`config.mk`:
```
export PLATFORM = sky130hd
export DESIGN_NAME = aes_mixcol_serial_flat
export DESIGN_NICKNAME = d
export VERILOG_FILES = /design/src/rtl/aes_mixcol_serial_if.sv /design/src/rtl/aes_mixcol_serial.sv /design/src/flat_wrapper.sv
export SDC_FILE = /design/constraint.sdc
export NUM_CORES = 1
export LEC_CHECK = 0
export ABC_AREA = 1
export ABC_CLOCK_PERIOD_IN_PS = 1800
export CAP_MARGIN = 25
export CORE_UTILIZATION = 46
export CTS_CLUSTER_DIAMETER = 40
export DETAILED_ROUTE_END_ITERATION = 10
export PLACE_DENSITY = 0.84
export SYNTH_ARGS = -nofsm -noshare
export SYNTH_HDL_FRONTEND = slang
export SYNTH_SLANG_ARGS = --single-unit
```
`constraint.sdc`:
```
create_clock -name clk -period 1.8 [get_ports clk]
set_clock_uncertainty 0.1 [all_clocks]
set_input_delay 0.54 -clock clk [delete_from_list [all_inputs] [get_ports clk]]
set_output_delay 0.54 -clock clk [all_outputs]
set_load 0.02 [all_outputs]
```
`src/rtl/aes_mixcol_serial_if.sv`:
```
// aes_mixcol_serial_if
//   Handshake bundle between ShiftRows, the serial MixColumns stage and
//   AddRoundKey.
//   Upstream side:   in_valid, in_ready, in_last, in_state[16]
//   Downstream side: out_valid, out_ready, out_state[16]
//   Byte 4c+r of either state is row r of column c.
//   Modport master: the surrounding logic (ShiftRows source + AddRoundKey sink).
//   Modport slave:  the MixColumns stage.
interface aes_mixcol_serial_if;
  logic       in_valid;
  logic       in_ready;
  logic       in_last;
  logic [7:0] in_state [16];
  logic       out_valid;
  logic       out_ready;
  logic [7:0] out_state [16];

  modport master (
    output in_valid, in_last, in_state, out_ready,
    input  in_ready, out_valid, out_state
  );

  modport slave (
    input  in_valid, in_last, in_state, out_ready,
    output in_ready, out_valid, out_state
  );
endinterface

```
`src/rtl/aes_mixcol_serial.sv`:
```
// aes_mixcol_serial
//   Column-serial AES MixColumns. One 32-bit column per cycle passes through a
//   single shared column multiplier; a final-round flag bypasses the multiply
//   while keeping the same 4-cycle latency.
//   clk  : rising-edge clock
//   rst  : synchronous, active-high reset
//   bus  : aes_mixcol_serial_if.slave (valid/ready in, valid/ready out)
//
//   state | meaning
//   ------+-------------------------------------------------------------
//   IDLE  | buffer empty, ready to accept a block
//   BUSY  | transforming column r_col of the buffer, one column per cycle
//   DONE  | result held on out_state until out_ready; can reload same cycle
module aes_mixcol_serial (
  input  logic                 clk,
  input  logic                 rst,
  aes_mixcol_serial_if.slave   bus
);

  typedef enum logic [1:0] {
    S_IDLE = 2'd0,
    S_BUSY = 2'd1,
    S_DONE = 2'd2
  } state_t;

  state_t     r_state;
  state_t     w_state_nxt;
  logic [7:0] r_buf [16];
  logic [1:0] r_col;
  logic       r_bypass;

  logic       w_in_ready;
  logic       w_out_valid;
  logic       w_accept;
  logic [7:0] w_col_in  [4];
  logic [7:0] w_col_out [4];

  function automatic logic [7:0] xtime(input logic [7:0] x);
    return {x[6:0], 1'b0} ^ (x[7] ? 8'h1b : 8'h00);
  endfunction

  // Shared column multiplier, fed by the column selected with r_col.
  always_comb begin
    for (int i = 0; i < 4; i++) begin
      w_col_in[i] = r_buf[{r_col, i[1:0]}];
    end
    if (r_bypass) begin
      for (int i = 0; i < 4; i++) begin
        w_col_out[i] = w_col_in[i];
      end
    end else begin
      w_col_out[0] = xtime(w_col_in[0]) ^ xtime(w_col_in[1]) ^ w_col_in[1]
                   ^ w_col_in[2] ^ w_col_in[3];
      w_col_out[1] = w_col_in[0] ^ xtime(w_col_in[1]) ^ xtime(w_col_in[2])
                   ^ w_col_in[2] ^ w_col_in[3];
      w_col_out[2] = w_col_in[0] ^ w_col_in[1] ^ xtime(w_col_in[2])
                   ^ xtime(w_col_in[3]) ^ w_col_in[3];
      w_col_out[3] = xtime(w_col_in[0]) ^ w_col_in[0] ^ w_col_in[1]
                   ^ w_col_in[2] ^ xtime(w_col_in[3]);
    end
  end

  // Next state and handshake outputs. in_ready never looks at in_valid.
  always_comb begin
    w_state_nxt = r_state;
    w_in_ready  = 1'b0;
    w_out_valid = 1'b0;
    case (r_state)
      S_IDLE: begin
        w_in_ready = 1'b1;
        if (bus.in_valid) w_state_nxt = S_BUSY;
      end
      S_BUSY: begin
        if (r_col == 2'd3) w_state_nxt = S_DONE;
      end
      S_DONE: begin
        w_out_valid = 1'b1;
        if (bus.out_ready) begin
          w_in_ready  = 1'b1;
          w_state_nxt = bus.in_valid ? S_BUSY : S_IDLE;
        end
      end
      default: w_state_nxt = S_IDLE;
    endcase
  end

  assign w_accept      = bus.in_valid && w_in_ready;
  assign bus.in_ready  = w_in_ready;
  assign bus.out_valid = w_out_valid;
  assign bus.out_state = r_buf;

  always_ff @(posedge clk) begin
    if (rst) begin
      r_state  <= S_IDLE;
      r_col    <= 2'd0;
      r_bypass <= 1'b0;
      for (int i = 0; i < 16; i++) begin
        r_buf[i] <= 8'h00;
      end
    end else begin
      r_state <= w_state_nxt;
      if (w_accept) begin
        r_buf    <= bus.in_state;
        r_bypass <= bus.in_last;
        r_col    <= 2'd0;
      end else if (r_state == S_BUSY) begin
        for (int i = 0; i < 4; i++) begin
          r_buf[{r_col, i[1:0]}] <= w_col_out[i];
        end
        // col parks at 3 after the last column; only a new accept rewinds it.
        if (r_col != 2'd3) r_col <= r_col + 2'd1;
      end
    end
  end

endmodule

```
`src/flat_wrapper.sv`:
```
// flat-port wrapper written by rule: the top's interface ports become plain ports
module aes_mixcol_serial_flat 
  (clk, rst, bus_in_valid, bus_in_last, bus_in_state, bus_out_ready, bus_in_ready, bus_out_valid, bus_out_state);
  aes_mixcol_serial_if bus_i ();
  input  logic clk;
  input  logic rst;
  input wire logic [$bits(bus_i.in_valid)-1:0] bus_in_valid;
  input wire logic [$bits(bus_i.in_last)-1:0] bus_in_last;
  input wire logic [$bits(bus_i.in_state)-1:0] bus_in_state;
  input wire logic [$bits(bus_i.out_ready)-1:0] bus_out_ready;
  output wire logic [$bits(bus_i.in_ready)-1:0] bus_in_ready;
  output wire logic [$bits(bus_i.out_valid)-1:0] bus_out_valid;
  output wire logic [$bits(bus_i.out_state)-1:0] bus_out_state;
  assign bus_i.in_valid = bus_in_valid;
  assign bus_i.in_last = bus_in_last;
  assign bus_i.in_state = {>>{bus_in_state}};
  assign bus_i.out_ready = bus_out_ready;
  assign bus_in_ready = bus_i.in_ready;
  assign bus_out_valid = bus_i.out_valid;
  assign bus_out_state = {>>{bus_i.out_state}};
  aes_mixcol_serial u_core (.clk(clk), .rst(rst), .bus(bus_i));
endmodule
```
==> metrics.txt <==
crit path time final between 2 and 2.5 ns; detailed-route vias per instance 5.94; leakage power of the design 7.96 nW; CTS buffer count 17; cell internal power dissipation roughly 0.0077 W; commonest cells after routing, fill and taps aside 636 x nand2_1, 427 x nand3_1, 171 x inv_1, 129 x clkdlybuf4s50_1, 127 x dfxtp_1; DR WL/cell 19.2 um; category of the most critical setup path reg -> reg; r2r worst-path depth 15; RR Startpoint u_core.r_col[0]$_SDFFE_PP0P_; sequential fraction of the synthesis area 25.2%; worst min-delay path endpoint u_core.r_state[1]$_SDFFE_PP0P_; Final Cell Area 16400 um2; Clock Sink Count about 130; post-detailed-routing wire length 49000 um; total power density per cell area 828 nW/um2; number of cells on the worst hold path 2; share of post-route cells with drive strength above 1 24.1%; net load switching power between 0.005 and 0.006 W; drt first-iter violations between 1.5k and 2k; switching share of power 43.0%; Synth Warn # 0; violated checks setup timing; GRT overflow 0; largest buffer count on any clock path 2; Worst Slack Setup Final -0.389 ns; cell mode on critical path nand2_1; drt pass-1 iters 7; category of the worst setup path capture point flop; Req. time, crit path between 2 and 2.5 ns; Seq cells post-synth 133; global router's overall resource usage 40.2%; cell breakdown of the critical path inv_8 -> buf_12 -> nand2_1 -> nand2_1 -> nand2_1 -> nand2_4 -> buf_4 -> nand2_1 -> nand2_1 -> nand2_1 -> nand2_1 -> nand2_1 -> nand3_2 -> nand3_1 -> a21oi_1; clock latency on the worst-skew pair around 0.44 ns; total number of H-tree levels 4; layout overhead on the synthesized area 54.8%; Hold Startpoint rst; highest net fanout along the worst path 10; pin slew with the least headroom to its limit about 0.32 ns; # diodes 0; wire length of the first global-routing pass 75100 um; cell area after placement between 10000 and 15000 um2; Final setup viols 154; pre-CTS WS -0.759 ns; kind of start point of the critical path flop; minimum setup slack among reg-to-reg paths -0.39 ns; clock-pin slew of the registers on the worst-case setup and hold paths 0.07 ns; top flip-flop cell by instance count after synthesis dfxtp_1; RSZ-0062 raised after global routing true; global placement routability congestion a little under 1; Critical R2R Capture u_core.bus.out_state[7]$_SDFFE_PP0P_; number of enable flip-flop cells after synthesis 0; netlist area before placement 10600 um2; Initial Utilization 46.9%; largest cells by area after synthesis nand2_1 27%, dfxtp_1 25%, nand3_1 23%; remaining antenna violation count 0; share of synthesized registers carrying an async set or reset 0%; Syn Nets 2050; portion of total power attributed to combinational logic 48.1%; Final Net Count 2391; remaining routing DRC violations 0; antenna violations before repair 0; largest incremental delay on the critical path 0.45 ns; cell with the biggest individual delay on the critical path dfxtp_4; Clock Power Share 26.7%; IR Drop Worst-Case VDD 0.555 mV; utilization after layout 72.6%; total count of max-transition violations in the final report 0; Horiz. Die Dim between 150 and 200 um; commonest non-fill, non-tap cell in the layout nand2_1; vias 15.2k; HPWL after DPL 32600 um; vias in the first global route 14.3k; peak clock frequency supported by timing 457 MHz; die footprint roughly 24000 um2; ratio of final minimum period to clock period 122%; number of I/O port buffers 262; largest net degree at the start of global routing 55; clk root buf clkbuf_16; Rel. slew slack 78.5%; portion of synthesized cell area occupied by the leading cell type 26.6%; TritonCTS clock tree built; hold-fix buffers at CTS 0; status complete, but fails checks; site row count 55; Yosys cell types 24; number of cells produced by synthesis roughly 1.9k; height of the chip about 150 um; I/O pin count 263; dominant cell type by area after synthesis nand2_1; Avg Cell Area, Syn 5.53 um2; sequential group share of total power between 20% and 30%; Data arrival, critical path 2.40 ns; type of the most critical hold path in -> reg; count of max-cap constraint violations 0; hold violation count in the final report 0; area of the core 22600 um2
-- layer usage --
metal,routed length [um],vias up,global-route usage [%]
met5,0,-,0
met4,2670,0,23.1
met3,6050,246,9.08
met2,22200,1164,63.7
met1,18100,6883,50.1
li1,-,6860,-
-- power groups by stage --
stage               clock [W]  combinational, W  sequential (W)
floorplan                   0           0.00300         0.00369
global placement            0           0.00545         0.00346
detailed placement          0           0.00555         0.00346
CTS                   0.00356           0.00610         0.00340
global route          0.00372           0.00697         0.00344
finish                0.00362           0.00652         0.00342
-- worst max-delay path: cells and delay by family, from the launching register on --
kind,cells,cell delay [ns]
buffers and inverters,3,0.42
AO/OA/AOI/OAI,1,0.07
flip-flops,1,0.45
AND/OR/NAND/NOR,11,1.01
-- sequential cells by signal (all words and copies together) (netlist names) --
name                  flops
u_core.bus.out_state    128
u_core.r_state            2
u_core.r_col              2
u_core.r_bypass           1
-- logic make-up after synthesis --
family          after synthesis  share of synthesized area, %
buf+inv                     301                          11.8
flops                       133                          25.2
simple gates               1310                          54.5
compound gates              161                          7.69
xor+xnor                      4                         0.402
fa+ha+maj                     4                         0.473
-- worst max path at each step --
stage	from	to	depth (start not counted)
after floorplan	u_core.r_col[1]$_SDFFE_PP0P_	u_core.bus.out_state[65]$_SDFFE_PP0P_	10
after global placement	bus_out_ready	bus_in_ready	4
after detailed placement	bus_out_ready	bus_in_ready	4
after CTS	u_core.r_col[0]$_SDFFE_PP0P_	u_core.bus.out_state[17]$_SDFFE_PP0P_	15
after global routing	u_core.r_col[0]$_SDFFE_PP0P_	u_core.bus.out_state[39]$_SDFFE_PP0P_	15
final	u_core.r_col[0]$_SDFFE_PP0P_	u_core.bus.out_state[7]$_SDFFE_PP0P_	15
-- Yosys cell counts (11+ instances only) --
| cell | count |
|---|---|
| nand2_1 | 749 |
| nand3_1 | 487 |
| inv_1 | 177 |
| a21oi_1 | 134 |
| dfxtp_1 | 133 |
| clkbuf_1 | 70 |
| nand2_2 | 38 |
| o21ai_0 | 24 |
| buf_2 | 22 |
| nand3_2 | 20 |
| nor2_1 | 12 |
| buf_1 | 11 |
-- what timing repair did --
item                                    in CTS  in global routing
cloned                                       6                  2
pin swaps                                   51                 17
resized for setup                          447                104
setup buffers                               17                  2
endpoints found under the setup margin     260                234
-- through the flow --
step                      setup TNS (ns)  hold WS [ns]  instances  power (W)
after global placement            -86.85         0.466       2493    0.00891
after CTS                         -25.77         0.361       2547     0.0131
after detailed placement          -91.51         0.481       2493    0.00901
final                             -35.46         0.365       2551     0.0136
after global routing              -49.47         0.371       2551     0.0141
after floorplan                   -0.800         0.525       1913    0.00669
-- cell type report --
type | instances | area (um2)
inverters | 184 | 701
clock inverters | 12 | 145
clock buffers | 19 | 443
well taps | 285 | 357
fillers | 1752 | 6190
flip-flops and latches | 133 | 2680
multi-input cells | 1480 | 7640
repair buffers | 438 | 4410
Note: power is estimated with default switching activity, not from simulation.
